## src/rtl/muldiv_unit.sv

```systemverilog
// muldiv_unit: iterative signed/unsigned multiply/divide with HI/LO result registers.
// Multiply is shift-add, divide is restoring. Both retire BPC bits per RUN cycle.
module muldiv_unit #(
   parameter int WIDTH = 32,
   parameter int BPC = 1
) (
   input  logic             clk,
   input  logic             reset,
   input  logic             start,
   input  logic [1:0]       op,
   input  logic [WIDTH-1:0] a,
   input  logic [WIDTH-1:0] b,
   input  logic             hi_wr,
   input  logic             lo_wr,
   input  logic [WIDTH-1:0] wr_data,
   output logic             busy,
   output logic             done,
   output logic             div_by_zero,
   output logic [WIDTH-1:0] hi,
   output logic [WIDTH-1:0] lo
);
   localparam int N = WIDTH / BPC;
   localparam int CW = $clog2(N + 1);
   typedef enum logic [1:0] {IDLE, PREP, RUN, FIX} state_t;
   state_t state, state_nxt;
   logic [1:0] op_r;
   logic [WIDTH-1:0] a_r, b_r, mag_a, mag_b, quo, rem;
   logic neg_res, neg_rem, is_div, is_sgn, b_zero;
   logic [CW-1:0] cnt;
   logic [2*WIDTH-1:0] acc, acc_nxt, prod;
   logic [WIDTH:0] tmp;
   logic q;
   assign is_div = op_r[1];
   assign is_sgn = ~op_r[0];
   assign b_zero = b_r == '0;
   assign mag_a = is_sgn && a_r[WIDTH-1] ? -a_r : a_r;
   assign mag_b = is_sgn && b_r[WIDTH-1] ? -b_r : b_r;
   assign prod = neg_res ? -acc : acc;
   assign quo = neg_res ? -acc[WIDTH-1:0] : acc[WIDTH-1:0];
   assign rem = neg_rem ? -acc[2*WIDTH-1:WIDTH] : acc[2*WIDTH-1:WIDTH];
   always_ff @(posedge clk or negedge reset) begin
      if (!reset) state <= IDLE;
      else state <= state_nxt;
   end
   always_comb begin
      state_nxt = state;
      case (state)
         IDLE: state_nxt = start ? PREP : IDLE;
         PREP: state_nxt = is_div && b_zero ? IDLE : RUN;
         RUN:  state_nxt = cnt == CW'(1) ? FIX : RUN;
         FIX:  state_nxt = IDLE;
      endcase
   end
   // In RUN a_r/b_r hold magnitudes; acc is {partial, multiplier} or {remainder, quotient}
   always_comb begin
      acc_nxt = acc;
      tmp = '0;
      q = 1'b0;
      for (int i = 0; i < BPC; i++) begin
         if (is_div) begin
            tmp = acc_nxt[2*WIDTH-1:WIDTH-1];
            q = tmp >= {1'b0, b_r};
            tmp = q ? tmp - {1'b0, b_r} : tmp;
            acc_nxt = {tmp[WIDTH-1:0], acc_nxt[WIDTH-2:0], q};
         end else begin
            tmp = {1'b0, acc_nxt[2*WIDTH-1:WIDTH]} + (acc_nxt[0] ? {1'b0, a_r} : '0);
            acc_nxt = {tmp, acc_nxt[WIDTH-1:1]};
         end
      end
   end
   always_ff @(posedge clk or negedge reset) begin
      if (!reset) begin
         op_r <= '0;
         a_r <= '0;
         b_r <= '0;
         neg_res <= 1'b0;
         neg_rem <= 1'b0;
         cnt <= '0;
         acc <= '0;
         hi <= '0;
         lo <= '0;
         busy <= 1'b0;
         done <= 1'b0;
         div_by_zero <= 1'b0;
      end else begin
         done <= 1'b0;
         div_by_zero <= 1'b0;
         busy <= state_nxt != IDLE;
         if (!busy && hi_wr) hi <= wr_data;
         if (!busy && lo_wr) lo <= wr_data;
         case (state)
            IDLE: if (start) begin
               op_r <= op;
               a_r <= a;
               b_r <= b;
            end
            PREP: begin
               neg_res <= is_sgn & (a_r[WIDTH-1] ^ b_r[WIDTH-1]);
               neg_rem <= is_sgn & a_r[WIDTH-1];
               a_r <= mag_a;
               b_r <= mag_b;
               cnt <= CW'(N);
               acc <= {{WIDTH{1'b0}}, is_div ? mag_a : mag_b};
               if (is_div && b_zero) begin
                  hi <= a_r;
                  lo <= '1;
                  done <= 1'b1;
                  div_by_zero <= 1'b1;
               end
            end
            RUN: begin
               acc <= acc_nxt;
               cnt <= cnt - CW'(1);
            end
            FIX: begin
               {hi, lo} <= is_div ? {rem, quo} : prod;
               done <= 1'b1;
            end
         endcase
      end
   end
endmodule
```

## config.mk

```make
export PLATFORM = sky130hd
export DESIGN_NAME = muldiv_unit
export DESIGN_NICKNAME = d
export VERILOG_FILES = /design/src/rtl/muldiv_unit.sv
export SDC_FILE = /design/constraint.sdc
export NUM_CORES = 1
export LEC_CHECK = 0
export CORE_MARGIN = 2
export CORE_UTILIZATION = 30
export DETAILED_ROUTE_END_ITERATION = 12
export DONT_BUFFER_PORTS = 1
export GPL_TIMING_DRIVEN = 0
export PLACE_DENSITY = 0.46
export SLEW_MARGIN = 25
export SYNTH_ARGS = -nofsm -noshare
export SYNTH_HDL_FRONTEND = slang
export SYNTH_SLANG_ARGS = --single-unit
```

## constraint.sdc

```tcl
create_clock -name clk -period 6.3 [get_ports clk]
set_clock_uncertainty 0.2 [all_clocks]
set_input_delay 1.26 -clock clk [delete_from_list [all_inputs] [get_ports clk]]
set_output_delay 1.26 -clock clk [all_outputs]
set_load 0.02 [all_outputs]
```

==> flow_summary.yaml, run 1 <==
setup_path:
  ff2ff_path_depth: 12
  cp-end-kind: "register"
  criticalPathCategory: "register to register"
  required_ns: 6.56
  cp-start-kind: "register"
  critPathMaxFanout: 10
  critical_path_arrival_ns: 5.30
synth:
  netlist_top_cells_area: "dfrtp_1 29%, xnor2_1 6.0%, a21oi_1 5.5%, mux2i_1 5.5%, ha_1 5.3%"
  yosysSeqAreaShare_pct: 29.41
  synth_cell_types: 78
  yosys.area_share.simple_pct: 19.03
  yosysTopAreaCell: "dfrtp_1"
  synth-compound-area-share_pct: 22.86
  synth.top_cell.area_share_pct: 29.41
  synth.net_count: 2311
  synth.avg_cell_area_um2: 8.262
  async_flop_share_pct: 100.0
  ys.flop_type: "dfrtp_1"
  synth_fa_ha_area_share_pct: 5.483
  synth_cells: 2132
  yosys-mux-area-fraction_pct: 9.518
  synth-edff-count: 0
  syn_area_mm2: 0.01762
  yosys_warnings: 0
  synth_xor_area_share_pct: 8.552
  synth_top_family_by_area: "compound AO/OA/AOI/OAI gates"
  ys_seq_elements: 207
sta:
  setup_viol: 0
  finalHoldViolations: 0
  fmax_ghz: 0.1981
  fin_crit_ns: 5.048
  setup_tns_ns: 0
  max_slew_margin_pct: 24.64
  slew_viol_final: 0
  fin_crit_sh_pct: 80.12
  rsz0062_at_grt: "no"
  worst_slew_pin_slew_ns: 1.130
flow_run:
  maxCapViolCount: 0
clock_network:
  cts_buffers: 28
  cts-root-buf: "clkbuf_16"
  ctsLongestPathBuffers: 3
  cts_tree: "yes"
  worstSkewPairLatency_ns: 0.59
  cts.sinks: 207
  cts_htree_levels: 1
  postCtsSetupBuffers: 0
  clk_pin_slew_ns: 0.06
  cts_hold_buf: 0
  post_cts_resized: 0
global_route:
  grt_max_degree: 208
  grt_pass1_vias: 17150
  grt_overflow: 0
  track_usage_pct: 27.93
  grt_antenna_before_repair: 6
  grt_pass1_wl_um: 123200
placed_design:
  port_buffers: 0
  dp.cells: 2897
  gp_congestion: 0.9820
  place_area_mm2: 0.01858
  place_hpwl_um: 68900
die:
  io_pins: 170
  dieHeight_um: 246.3
  fp.dieW_um: 246.3
  start_util_pct: 30.42
  rows: 88
  core-area_mm2: 0.05792
  die_area_mm2: 0.06067
final_layout:
  n_fill_cell: 6215
  layout.cells.non_filler: 2950
  final_core_util_pct: 33.69
  areaGrowthSynthToFinish_pct: 10.77
  nNetsFinal: 2341
  drive_gt1_share_pct: 5.596
  regArea_mm2: 0.005180
  final_area_mm2: 0.01951
  multi_input_area_mm2: 0.01154
detailed_routing:
  dr.pass1.iters: 6
  drc: 0
  wl_per_cell_um: 29.28
  ant_nets: 0
  routed_wl_um: 86380
  num_vias: 17490
  dr.first_iter.drc_count: 2053
  post_drt_via_cell_ratio: 5.928
power:
  ir_drop_mv: 0.2464
  power_density_mw_per_mm2: 674.0
  power.leakage_uw: 0.007981
status:
  outcome: "complete, no violations"
hold_path:
  hp-class: "primary input to asynchronous set/reset pin"
-- stage by stage --
stage | power (µW) | hold WS, ns | worst slack (ns)
floorplan | 8265 | 0.2498 | 2.681
global placement | 11250 | 0.2669 | 1.416
detailed placement | 11290 | 0.2803 | 1.387
CTS | 12950 | 0.1638 | 1.378
global route | 13900 | 0.1810 | 1.079
finish | 13150 | 0.1988 | 1.252
-- worst max-delay path: stages, from the launching register on --
cell and delay (ns):
dfrtp_1 0.69, ha_1 0.36, nor2b_1 0.15, o31a_1 0.30
o211ai_1 0.37, a211oi_1 0.18, a2111oi_2 0.62, a31o_2 0.24
buf_2 0.21, nand2_1 0.40, clkbuf_1 0.48, a21boi_0 0.57
o2bb2ai_1 0.14
-- report_power, final --
group | leakage (µW) | total (µW) | internal (µW) | switching (µW)
sequential | 0.00251 | 3120 | 1950 | 1170
clock | 0.000453 | 1630 | 962 | 673
combinational | 0.00502 | 8390 | 2920 | 5480
-- sequential cells by signal (all words and copies together) (netlist names), 2 cells and up --
| name | count |
|---|---|
| b_r | 32 |
| op_r | 2 |
| lo | 32 |
| state | 2 |
| cnt | 6 |
| hi | 32 |
| acc | 64 |
| a_r | 32 |
-- worst paths after layout --
| path | start | end | slack (ns) |
|---|---|---|---|
| max in group asynchronous | reset | hi[27] | 5.18 |
| max | acc[32] | acc[57] | 1.25 |
| min reg2reg | b_r[10] | b_r[10] | 0.30 |
| max reg2reg | acc[32] | acc[57] | 1.25 |
| min | reset | b_r[9] | 0.20 |
| min in group clk | b_r[10] | b_r[10] | 0.30 |
-- cell type report --
type	count	area share, %
Antenna cell	5	0.06412
Clock inverter	9	0.5642
Inverter	75	1.443
Sequential cell	207	26.55
Multi-Input combinational cell	1693	59.16
Tap cell	765	4.905
Buffer	157	3.212
Clock buffer	39	4.110
-- logic make-up after synthesis --
logic type / Yosys count
simple gates: 682
xor+xnor: 172
mux: 135
compound gates: 628
fa+ha+maj: 76
buf+inv: 232
flops: 207
-- Yosys cell counts, types with 5 or more instances --
cell type,number
nor4_1,25
mux2i_1,97
mux2_2,14
xnor2_1,120
buf_1,10
mux4_2,22
buf_2,11
o211ai_1,20
o32ai_1,7
o21a_1,7
or4_1,12
nand4_1,22
o21bai_1,14
nor2b_1,10
o221ai_1,19
a211o_1,16
or2_2,5
nand2_1,212
or3_1,11
a22oi_1,9
a21o_1,24
a221o_1,36
nand3_1,66
o41ai_1,8
a41oi_1,12
a31oi_1,20
o31ai_1,15
dfrtp_1,207
ha_1,74
a211oi_1,5
a21oi_1,194
o21ai_0,147
nor3_1,77
clkbuf_1,133
o311ai_0,5
and3_1,14
o22ai_1,42
nand2b_1,23
inv_1,75
and2_1,34
nor2_1,141
xor2_1,52
-- routing by layer --
metal  GRT usage (%)  up-vias  share of wire (%)
met2           44.10      823                 45
met4           12.65        2                4.7
met3           4.412      162                7.9
met1           37.44     8591                 43
met5               0        -              0.010
li1                -     7911                  -
-- cells in the final DEF, fill, tap and decap left out, types with 11 or more instances in the layout --
cell / n
a211o_1: 16
a21o_1: 24
a21oi_1: 194
a221o_1: 36
a31oi_1: 20
a41oi_1: 12
and2_1: 34
and3_1: 14
buf_2: 11
clkbuf_1: 137
clkbuf_16: 28
dfrtp_1: 207
ha_1: 74
inv_1: 75
mux2_2: 14
mux2i_1: 97
mux4_2: 22
nand2_1: 212
nand2b_1: 23
nand3_1: 66
nand4_1: 22
nor2_1: 140
nor3_1: 77
nor4_1: 23
o211ai_1: 20
o21ai_0: 147
o21bai_1: 14
o221ai_1: 19
o22ai_1: 42
o31ai_1: 15
or3_1: 11
or4_1: 12
xnor2_1: 120
xor2_1: 52
Note: power is estimated with default switching activity, not from simulation.
==> inputs of run 2 (changes only) <==
PLACE_DENSITY = 0.47   (was 0.46)
clock period = 4.5 ns   (was 6.3 ns; I/O delays follow)
==> run 2 against run 1 <==
Compared with the run above: the flow now finishes with violations (hold timing); sequential share of layout area fell by 0.20 points; wire length fell by 0.69%; combinational power rose by 38%; count of clock-buffer cells in the layout rose by 4; hold slack got worse by 0.38 ns; die area did not move; via count rose by 0.70%; sequential power rose by 43%; sequential cell count did not move; core utilization rose by 0.30 points; critical path type unchanged; largest power group unchanged.
==> flow_summary.yaml, run 2 (synthesis gave the netlist of run 1 again) <==
detailed_routing:
  dr.first_iter.drc_count: 1800
  routed_wl_um: 85790
  drc: 0
  ant_nets: 0
  num_vias: 17610
  dr.pass1.iters: 8
  wl_per_cell_um: 29.01
  post_drt_via_cell_ratio: 5.956
setup_path:
  critPathMaxFanout: 8
  cp-start-kind: "register"
  worstReg2RegStart: "a_r[4]"
  regToRegSetupSlack_ns: 0.09
  crit_start: "a_r[4]"
  required_ns: 4.78
  critical_path_arrival_ns: 4.70
  cp-end-kind: "register"
  criticalPathCategory: "register to register"
placed_design:
  dpl_worst_slack_ns: -0.4069
  place_hpwl_um: 68460
  gp_congestion: 0.9609
  dp.cells: 2897
  port_buffers: 0
power:
  pwr-share-seq_pct: 24.1
  ir_drop_mv: 0.3837
  power_density_mw_per_mm2: 938.6
  p_comb_share_pct: 62.8
  switching_power_uw: 10190
  clockPowerShare_pct: 13.1
  power.total_uw: 18480
  power.leakage_uw: 0.008063
  swShare_pct: 55.12
  intPower_uw: 8293
clock_network:
  cts_tree: "yes"
  clk_pin_slew_ns: 0.06
  ctsLongestPathBuffers: 3
  cts-root-buf: "clkbuf_16"
  worstSkewPairLatency_ns: 0.58
  cts_buffers: 28
  cts_htree_levels: 1
  cts.sinks: 207
status:
  outcome: "finished, violations left"
  violations: "hold timing"
sta:
  fin_crit_ns: 4.414
  worst_slew_pin_slew_ns: 1.127
  slew_viol_final: 0
  fmax_ghz: 0.2265
  max_slew_margin_pct: 24.86
  finalHoldViolations: 207
  hold_ws_ns: -0.1783
  setup_viol: 0
  fin_crit_sh_pct: 98.09
  fin_ws_ns: 0.08594
final_layout:
  regMostFlops: "acc"
  final_common_cell: "nand2_1"
  nNetsFinal: 2341
  layout.cells.non_filler: 2957
  largest_reg_flops: 64
  drive_gt1_share_pct: 6.322
  final_cell_mix: "211 x nand2_1, 204 x dfrtp_1, 194 x a21oi_1"
  areaGrowthSynthToFinish_pct: 11.76
global_route:
  grt_pass1_vias: 16730
  grt_overflow: 0
  grt_max_degree: 208
  grt_antenna_before_repair: 14
  grt_pass1_wl_um: 121600
  track_usage_pct: 27.62
die:
  rows: 88
  io_pins: 170
  start_util_pct: 30.42
  core-area_mm2: 0.05792
  die_area_mm2: 0.06067
  dieHeight_um: 246.3
  fp.dieW_um: 246.3
hold_path:
  hp-class: "primary input to asynchronous set/reset pin"
flow_run:
  maxCapViolCount: 0
[run 2: timing repair]
action,CTS,global route
hold endpoints to repair,207,207
pin swaps,0,4
gates resized for setup,7,15
endpoints found under the setup margin,17,13
setup buffers,0,2
[run 2: worst paths after layout]
| path | endpoint | cells past startpoint |
|---|---|---|
| worst max-delay path | acc[62] | 13 |
| worst max register to register | acc[62] | 13 |
| worst min-delay path | lo[2] | 0 |
| max in group asynchronous | b_r[17] | 0 |
| min in group clk | a_r[0] | 1 |
| worst min register to register | b_r[10] | 2 |
[run 2: critical path, cell delays in order, from the launching register on]
cell	delay, ns
dfrtp_1	0.35
clkbuf_1	0.35
and2_1	0.30
ha_1	0.34
o211ai_1	0.12
o211ai_1	0.44
a41oi_2	0.25
o41ai_4	0.36
buf_4	0.19
a41oi_4	0.18
o31ai_4	0.34
nor4_1	0.11
or4_1	0.51
o32ai_1	0.27
[run 2: area by class of cell]
cell class / instances / area (µm²)
multi-input cells: 1693 / 11620
well taps: 765 / 957.2
diodes: 9 / 22.52
plain buffers: 155 / 625.6
fillers: 6208 / 38230
clock inverters: 8 / 121.4
repair buffers: 2 / 15.01
clock buffers: 43 / 858.3
flip-flops and latches: 207 / 5186
inverters: 75 / 281.5
[run 2: power by group through the flow]
stage	Clock, µW	Combinational [µW]	Sequential (µW)
after floorplan	0	7820	3760
after global placement	0	11300	4370
final	2430	11600	4450
after CTS	2450	11400	4380
after detailed placement	0	11300	4380
after global routing	2510	12500	4530
[run 2: stage by stage]
| stage | TNS [ns] | hold slack (ns) | utilization [%] | cell area (µm²) |
|---|---|---|---|---|
| after floorplan | 0 | 0.2498 | - | 17620 |
| after global placement | -1.523 | 0.2695 | 32.07 | 18570 |
| after detailed placement | -1.688 | 0.2799 | 32.10 | 18590 |
| after CTS | -0.09568 | -0.1937 | 33.80 | 19580 |
| after global routing | -0.03157 | -0.1886 | 33.98 | 19680 |
| final | 0 | -0.1783 | 33.99 | 19690 |
[run 2: routing by layer]
layer | vias up | wire length [µm] | track usage [%]
met3 | 131 | 7582 | 5.044
li1 | 7926 | - | -
met1 | 8702 | 35880 | 36.65
met4 | 2 | 3811 | 11.48
met5 | - | 17 | 0
met2 | 851 | 38490 | 44.03
==> inputs of run 3 (changes only) <==
SLEW_MARGIN = 20   (was 25)
==> run 3 against run 2 <==
Compared with the run above: the run still ends with hold timing left; hold slack worse by 0.014 ns; non-clock buffer count unchanged; sequential share of layout area about the same; global-route usage about the same; combinational power about the same; core utilization about the same; power down 0.11%; setup slack better by 0.025 ns; highest routed layer unchanged; wire length down 0.20%.
==> flow_summary.yaml, run 3 (synthesis gave the netlist of run 1 again) <==
clock_network:
  worstSkewPairLatency_ns: 0.58
  cts_htree_levels: 1
  cts.sinks: 207
  cts-root-buf: "clkbuf_16"
  ctsLongestPathBuffers: 3
  cts_tree: "yes"
  clk_pin_slew_ns: 0.06
  cts_buffers: 29
sta:
  finalHoldViolations: 207
  hold_ws_ns: -0.1923
  fin_crit_ns: 4.389
  worst_slew_pin_slew_ns: 1.171
  fmax_ghz: 0.2278
  fin_crit_sh_pct: 97.54
  setup_viol: 0
  fin_ws_ns: 0.1107
  setup_tns_ns: 0
  max_slew_margin_pct: 21.64
  slew_viol_final: 0
setup_path:
  worst_path_max_delay_cell: "dfrtp_4"
  required_ns: 4.78
  path_cells: "clkbuf_2, and2_1, ha_1, o211ai_1, o211ai_1, a41oi_2, o41ai_2, buf_4, a41oi_2, o31ai_4, nor4_1, or4_1, o32ai_1"
  cp-end-kind: "register"
  slowest_delay_ns: 0.58
  regToRegSetupSlack_ns: 0.11
  worstReg2RegStart: "acc[0]"
  critical_path_arrival_ns: 4.67
  r2r_end: "acc[62]"
  ff2ff_path_depth: 13
  criticalPathCategory: "register to register"
  cp-start-kind: "register"
  critPathMaxFanout: 10
global_route:
  grt_overflow: 0
  grt_antenna_before_repair: 15
  grt_pass1_vias: 16830
  grt_pass1_wl_um: 121900
  track_usage_pct: 27.67
  grt_max_degree: 208
power:
  power.total_uw: 18460
  power_density_mw_per_mm2: 938.3
  ir_drop_mv: 0.3458
  power.leakage_uw: 0.008035
placed_design:
  place_hpwl_um: 68470
  dpl_worst_slack_ns: -0.4218
  port_buffers: 0
  gp_congestion: 0.9609
  place_area_mm2: 0.01858
  dp.cells: 2897
detailed_routing:
  num_vias: 17570
  wl_per_cell_um: 28.90
  ant_nets: 0
  drc: 0
  dr.first_iter.drc_count: 1649
  routed_wl_um: 85610
  dr.pass1.iters: 5
  post_drt_via_cell_ratio: 5.933
hold_path:
  hp-class: "primary input to asynchronous set/reset pin"
final_layout:
  layout.cells.non_filler: 2962
  final_common_cell: "nand2_1"
  largest_reg_flops: 64
  drive_gt1_share_pct: 6.410
  final_area_mm2: 0.01967
  areaGrowthSynthToFinish_pct: 11.67
  final_cell_mix: "211 x nand2_1, 204 x dfrtp_1, 194 x a21oi_1"
  regMostFlops: "acc"
  nNetsFinal: 2342
die:
  dieHeight_um: 246.3
  die_area_mm2: 0.06067
  core-area_mm2: 0.05792
  io_pins: 170
  fp.dieW_um: 246.3
  rows: 88
  start_util_pct: 30.42
flow_run:
  maxCapViolCount: 0
status:
  violations: "hold timing"
  outcome: "finished, violations left"
==> run 3: layer usage <==
metal  GRT usage, %  share of wire, %  vias up  wire [µm]
met5              0             0.015        -         13
met4          12.19               4.7        2       4020
met3          5.316               8.7      159       7422
met2          43.66                45      817      38260
met1          36.64                42     8682      35900
li1               -                 -     7913          -
==> run 3: cell type report <==
type / instances / area (µm²)
diodes: 13 / 32.53
plain buffers: 155 / 629.4
clock buffers: 39 / 823.3
clock inverters: 13 / 156.4
fillers: 6256 / 38240
inverters: 75 / 281.5
multi-input cells: 1693 / 11590
flip-flops and latches: 207 / 5186
well taps: 765 / 957.2
repair buffers: 2 / 15.01
==> run 3: what timing repair did <==
item	4_1_cts	5_1_grt
endpoints found under the hold margin	207	207
pin swaps	2	3
setup endpoints to repair	17	13
cloned	0	0
resized for setup	9	10
setup buffers	1	1
==> run 3: worst max-delay path: cells and delay by family, from the launching register on <==
kind | cells | cell delay (ns)
flip-flops | 1 | 0.58
AO/OA/AOI/OAI | 7 | 1.99
adder cells (fa/ha/maj) | 1 | 0.35
buffers and inverters | 2 | 0.40
AND/OR/NAND/NOR | 3 | 0.78
==> run 3: power by group <==
part | internal (µW) | total, µW | leakage, µW | switching (µW)
Clock | 1450 | 2410 | 0.000481 | 958
Sequential | 2730 | 4460 | 0.00250 | 1720
Combinational | 4080 | 11600 | 0.00505 | 7510
Total | 8270 | 18500 | 0.00803 | 10200
==> run 3: how the worst max path moves through the flow <==
stage / start / to / depth (start not counted) / slack, ns
detailed placement: acc[0] / acc[62] / 13 / -0.42
global route: acc[0] / acc[62] / 13 / -0.007
floorplan: b_r[13] / acc[35] / 14 / 0.88
finish: acc[0] / acc[62] / 13 / 0.11
global placement: acc[32] / acc[57] / 12 / -0.33
CTS: a_r[4] / acc[62] / 12 / -0.03
==> run 3: metrics by stage <==
stage	hold slack, ns	utilization (%)
after floorplan	0.2498	-
after global placement	0.2695	32.07
after detailed placement	0.2799	32.08
after CTS	-0.2069	33.80
after global routing	-0.2093	33.95
final	-0.1923	33.97
